--- src/rtl/shift_unit.sv ---
// Multi-cycle shifter: shifts an 8-bit operand one bit per cycle (left, logical
// right or arithmetic right) and writes the result and flags back in a single WB cycle.
module shift_unit #(
   parameter int pw = 3
) (
   input  logic          clk,
   input  logic          reset,
   input  logic          start,
   input  logic          dir,
   input  logic          arith,
   input  logic [7:0]    datA_in,
   input  logic [7:0]    datB_in,
   input  logic [pw-1:0] dst_addr,
   output logic          busy,
   output logic          done,
   output logic          wr_en,
   output logic [pw-1:0] wr_addr,
   output logic [7:0]    dat_out,
   output logic          zeroOut,
   output logic          ngtvOut,
   output logic          scryOut
);

   typedef enum logic [1:0] {
      IDLE  = 2'd0,
      SHIFT = 2'd1,
      WB    = 2'd2
   } state_t;

   state_t        state, state_nx;
   logic [7:0]    result;
   logic [3:0]    count;
   logic          dir_q;
   logic          arith_q;
   logic [pw-1:0] addr_q;
   logic          scry_q;

   // Only the low nibble of the amount operand is meaningful.
   logic          unused_amount_hi;
   assign unused_amount_hi = ^datB_in[7:4];

   always_ff @(posedge clk or negedge reset) begin
      if (!reset) state <= IDLE;
      else        state <= state_nx;
   end

   always_comb begin
      state_nx = state;
      case (state)
         IDLE:    if (start) state_nx = (datB_in[3:0] != 4'd0) ? SHIFT : WB;
         SHIFT:   if (count == 4'd1) state_nx = WB;
         WB:      state_nx = IDLE;
         default: state_nx = IDLE;
      endcase
   end

   always_comb begin
      busy  = (state != IDLE);
      done  = (state == WB);
      wr_en = (state == WB);
   end

   always_ff @(posedge clk or negedge reset) begin
      if (!reset) begin
         result  <= '0;
         count   <= '0;
         dir_q   <= 1'b0;
         arith_q <= 1'b0;
         addr_q  <= '0;
         scry_q  <= 1'b0;
      end else begin
         case (state)
            IDLE: begin
               if (start) begin
                  result  <= datA_in;
                  count   <= datB_in[3:0];
                  dir_q   <= dir;
                  arith_q <= arith;
                  addr_q  <= dst_addr;
                  scry_q  <= 1'b0;
               end
            end
            SHIFT: begin
               count <= count - 4'd1;
               if (!dir_q) begin
                  scry_q <= result[7];
                  result <= {result[6:0], 1'b0};
               end else begin
                  scry_q <= result[0];
                  result <= {arith_q & result[7], result[7:1]};
               end
            end
            default: ;
         endcase
      end
   end

   assign dat_out = result;
   assign wr_addr = addr_q;
   assign zeroOut = (result == 8'h00);
   assign ngtvOut = result[7];
   assign scryOut = scry_q;

endmodule
--- config.mk ---
export PLATFORM = sky130hd
export DESIGN_NAME = shift_unit
export DESIGN_NICKNAME = d
export VERILOG_FILES = /design/src/rtl/shift_unit.sv
export SDC_FILE = /design/constraint.sdc
export NUM_CORES = 1
export LEC_CHECK = 0
export CAP_MARGIN = 0
export CORE_ASPECT_RATIO = 1.25
export CORE_MARGIN = 3
export CORE_UTILIZATION = 40
export DETAILED_ROUTE_END_ITERATION = 8
export PLACE_DENSITY = 0.82
export SETUP_SLACK_MARGIN = 0.05
export SLEW_MARGIN = 25
export SYNTH_ARGS = -nofsm -noshare
export SYNTH_HDL_FRONTEND = slang
export SYNTH_SLANG_ARGS = --single-unit
--- constraint.sdc ---
create_clock -name clk -period 1.31 [get_ports clk]
set_input_delay 0.393 -clock clk [delete_from_list [all_inputs] [get_ports clk]]
set_output_delay 0.393 -clock clk [all_outputs]
set_load 0.01 [all_outputs]
After elaboration in Yosys (flattened, before gate mapping)

Index checks and enable logic that the tools add are counted.
Widths: inputs -> output; s select.

Muxes and demuxes: 12
Bitwise operators: 1
$add $sub $neg: 1
Equality and inequality tests: 5
Reductions and logical operators: 8

Operators with widths:

| operator            | number |
|---|---|
| $mux 8              | 2 |
| $pmux 8 s2          | 1 |
| $logic_not 8->1     | 1 |
| $pmux 4 s2          | 1 |
| $mux 2              | 3 |
| $reduce_and 2->1    | 3 |
| $eq 4x1->1 const B  | 1 |
| $mux 4              | 1 |
| $ne 2x2->1 const B  | 2 |
| $pmux 2 s2          | 1 |
| $reduce_bool 2->1   | 2 |
| $reduce_bool 4->1   | 1 |
| $sub 4x1->4 const B | 1 |
| $eq 2x1->1 const B  | 1 |
| $eq 2x2->1 const B  | 1 |
| $logic_not 2->1     | 1 |
| $mux 1              | 2 |
| $pmux 1 s2          | 1 |
| $and 1x1->1         | 1 |

Bits of input ports: 24
Output and inout port bits: 17
Word-level logic and storage cells: 34
Register bits: 20

Longest topological paths before layout

Word-level depth: 4
Depth in mapped cells: 5
Depth with buffers taken out: 5

Worst setup path before layout

Ideal clock, no wire load.

Kind: register to output
Start point: register state[1]
End point: output port wr_en
Path slack: -0.224 ns
Arrival time: 1.141 ns
Stages on the path, launching flop included: 5
Required time: 0.917 ns
Path buffers: 3
Cells stage by stage: dfrtp_1 -> buf_4 -> clkbuf_1 -> nor2b_1 -> buf_4

Word-level cells in the longest chain between the ends: 1

Ends and longest elaborated chain:

| item                   | RTL line | text |
|---|---|---|
| start, declared        | 30       | `state_t state, state_nx;` |
| start signal, assigned | 44       | `else state <= state_nx;` |
| $eq 2x2->1             | n/a      |  |
| end, declared          | 16       | `output logic wr_en,` |

Every way passes these cells.

Worst setup path in the final report

Start point: register result[2] (netlist: dat_out[2])
End point: output port zeroOut

Word-level cells in the longest chain between the ends: 1

Ends and longest elaborated chain:

| item                   | RTL line | text |
|---|---|---|
| start, declared        | 31       | `logic [7:0] result;` |
| start signal, assigned | 75       | `result <= datA_in;` |
| start signal, assigned | 87       | `result <= {result[6:0], 1'b0};` |
| start signal, assigned | 90       | `result <= {arith_q & result[7], result[7:1]};` |
| $logic_not 8->1        | 100      | `assign zeroOut = (result == 8'h00);` |
| end, declared          | 19       | `output logic zeroOut,` |

Every way passes these cells.

==> metrics.md <==
| Metric | Value |
|---|---|
| Post-DP HPWL | `2.33 mm` |
| # IOs | `41` |
| Synth Flop Type | `dfrtp_1` |
| Switching Share | `0.405` |
| Initial core utilization | `0.420` |
| Largest net degree at the start of global routing | `21` |
| Transition time of the tightest slew-check pin | `0.462 ns` |
| Yosys warns | `0` |
| Gate power share | `0.725` |
| Via density | `5.91` |
| Placer Congestion | `0.861` |
| Largest family of logic cells by synthesized area | `compound AO/OA/AOI/OAI gates` |
| CP Data Arrival Time | `1.54 ns` |
| FP Rows | `21` |
| Via count | `1336` |
| Clock network power share | `0.065` |
| Max Slew Vio Count | `0` |
| Clk slew on worst S/H paths | `0.12 ns` |
| Reg-to-reg slack, setup | `-0.25 ns` |
| CTS H-tree lvls | `1` |
| Vias in the first global route | `1384` |
| Outcome | `finished with violations` |
| Antenna cells | `0` |
| Final setup viols | `33` |
| Finished Cell Area | `2370 µm²` |
| Antenna violations before repair | `0` |
| Clock Root Buffer | `clkbuf_4` |
| Post-synth EDFFs | `0` |
| Final net count | `219` |
| Most common cell after layout, fill and taps aside | `buf_6` |
| Die Wd | `53.7 µm` |
| Clk Latency, worst-skew pair | `0.31 ns` |
| Wirelength, routed | `5.42 mm` |
| Fraction of synthesized area in multiplexers | `0.111` |
| Hold_buf cts | `0` |
| Post-synthesis adder-cell area fraction | `0.0220` |
| Peak Freq | `0.517 GHz` |
| Max-cap violations | `0` |
| R2r startpoint | `state[1]` |
| Sequential area share after synthesis | `0.440` |
| Worst Setup Path Type | `reg -> out` |
| Setup repair after global routing missed its margin | `yes` |
| Biggest area consumer among synthesized cells | `dfrtp_1` |
| Critical path origin | `dat_out[2]` |
| Area fraction of the dominant cell type after synthesis | `0.440` |
| Average size of a mapped cell | `10.5 µm²` |
| Post-route setup TNS | `-4.96 ns` |
| Total Routing Usage GR | `0.269` |
| Min Tclk post-route | `1.93 ns` |
| Setup crit end | `zeroOut` |
| PwrDens | `2460 nW/µm²` |
| CP Cell Sequence | `or4_4, nor2_2, buf_2` |
| CTS Buf Count | `3` |
| Simple-gate share of the synthesized area | `0.166` |
| Worst path max stage delay | `0.53 ns` |
| Gr ovfl total | `0` |
| Fraction of the mapped netlist area in compound gates | `0.186` |
| Drt pass-1 iters | `4` |
| Final hold vios | `0` |
| Clk sinks | `20` |
| CP Data Required Time | `0.92 ns` |
| Slowest-stage cell, CP | `or4_4` |
| Area after DPL | `1700 µm²` |
| Hold/Removal Path Class | `in -> async` |
| Post-synth ARST share | `1.00` |
| Post-synth cell types | `33` |
| Top post-synthesis cells by area | `dfrtp_1 (44%), mux2i_1 (6.2%), o22ai_1 (6.1%)` |
| Violated checks | `negative setup slack` |
| FF+latch count, synth | `20` |
| Critical Path Sink Type | `output pin` |
| Die area | `3520 µm²` |
| Leak pwr | `1.03 nW` |
| Reg power frac | `0.210` |
| Crit path max fanout | `2` |
| CP Launch Type | `register` |
| Worst relative slew slack | `0.690` |
| Layout cells sized above 1 | `0.609` |
| Gate Count Post-Synth | `108` |
| Post-route ant nets | `0` |
| Wire per inst | `24.0 µm` |
| Clk_skew | `0.00561 ns` |
| Final period util | `1.48` |
| P&R area growth vs syn | `108%` |
| First-pass GRT wire length | `6.92 mm` |
| Final worst setup slack | `-0.625 ns` |
| Worst reg2reg path depth | `5` |
| Synthesized Nets | `134` |
| Hold Worst Slack | `0.431 ns` |
| NetSw | `2.36 mW` |
| Peak VDD IR | `1.58 mV` |
| Reg-to-Reg End | `wr_addr[0]` |
| Tot Pwr | `5.82 mW` |
| Mapped Area | `1140 µm²` |
| Max clock buf depth | `2` |
| P_int | `3.46 mW` |
| Commonest non-fill, non-tap cells in the layout | `buf_6 (39), dfrtp_1 (20), buf_4 (20)` |
| CTS tree | `built` |
| Synth Area in XOR/XNOR | `0.00770` |
| DRC | `0` |
| Core box area | `2710 µm²` |
| Final core utilization | `0.876` |
| IO Port Bufs | `36` |
| Die Y | `65.6 µm` |
| Initial DRC count | `51` |
==> critical path: cells and delay by family (launching register included) <==
family                 cells  cell delay [ns]
DFF                        1             0.42
and+or+nand+nor            2             0.67
buffers and inverters      1             0.15
==> worst min-delay path by stage <==
stage | from | end | slack [ns] | cells past startpoint
6_report | reset | state[1] | 0.43 | 2
5_1_grt | reset | dat_out[7] | 0.44 | 2
4_1_cts | reset | dat_out[1] | 0.42 | 2
3_5_place_dp | wr_addr[1] | wr_addr[1] | 0.50 | 1
3_3_place_gp | wr_addr[2] | wr_addr[2] | 0.49 | 1
2_1_floorplan | reset | arith_q | 0.1 | 0
==> cells in the mapped netlist, drive strengths merged (2+ instances only) <==
cell type,number
dfrtp,20
o22ai,11
nor2b,9
a221oi,7
mux2i,7
buf,6
a21oi,5
mux2,5
clkbuf,4
inv,4
nand2b,4
nor3,3
ha,2
nand2,2
nor2,2
nor3b,2
or4,2
==> area by class of cell <==
class                      count  area [µm²]
clock buffer                   4        36.3
fill                         111         337
inverter                       4        18.8
multi-input combinational     74         843
sequential                    20         500
tap                           34        42.5
timing repair buffer          90         928
==> metrics by stage <==
stage | worst slack (ns) | instances
4_1_cts | -0.534 | 218
3_3_place_gp | -0.624 | 190
2_1_floorplan | -0.213 | 108
3_5_place_dp | -0.652 | 190
6_report | -0.625 | 226
5_1_grt | -0.652 | 226
==> registers in the layout (all words and copies together) (netlist names) <==
signal   flops
count        4
dat_out      8
dir_q        1
state        2
wr_addr      3
scryOut      1
arith_q      1
==> logic make-up after synthesis <==
kind of cell	Yosys count
buf+inv	14
mux	12
flops	20
fa+ha+maj	2
xor+xnor	1
simple gates	29
compound gates	30
==> routing by layer <==
layer | part of all wire | up-vias | GRT usage
met5 | 0 | - | 0
li1 | - | 575 | -
met3 | 0.052 | 19 | 0.0385
met1 | 0.39 | 678 | 0.312
met4 | 0.036 | 0 | 0.0958
met2 | 0.52 | 64 | 0.480
==> repair_timing <==
item                                    CTS  global route
gates resized for setup                 132            39
endpoints found under the setup margin   36            35
cloned                                    1             0
buffers inserted                         26            18
pin swaps                                12            13
endpoints found under the hold margin     0             0
==> power by group through the flow <==
stage / Sequential (mW) / Clock (mW) / Combinational [mW]
CTS: 1.13 / 0.360 / 3.26
detailed placement: 1.14 / 0 / 2.28
global route: 1.25 / 0.408 / 4.42
global placement: 1.12 / 0 / 2.20
finish: 1.22 / 0.379 / 4.22
floorplan: 1.26 / 0 / 1.15
Note: power is estimated with default switching activity, not from simulation.
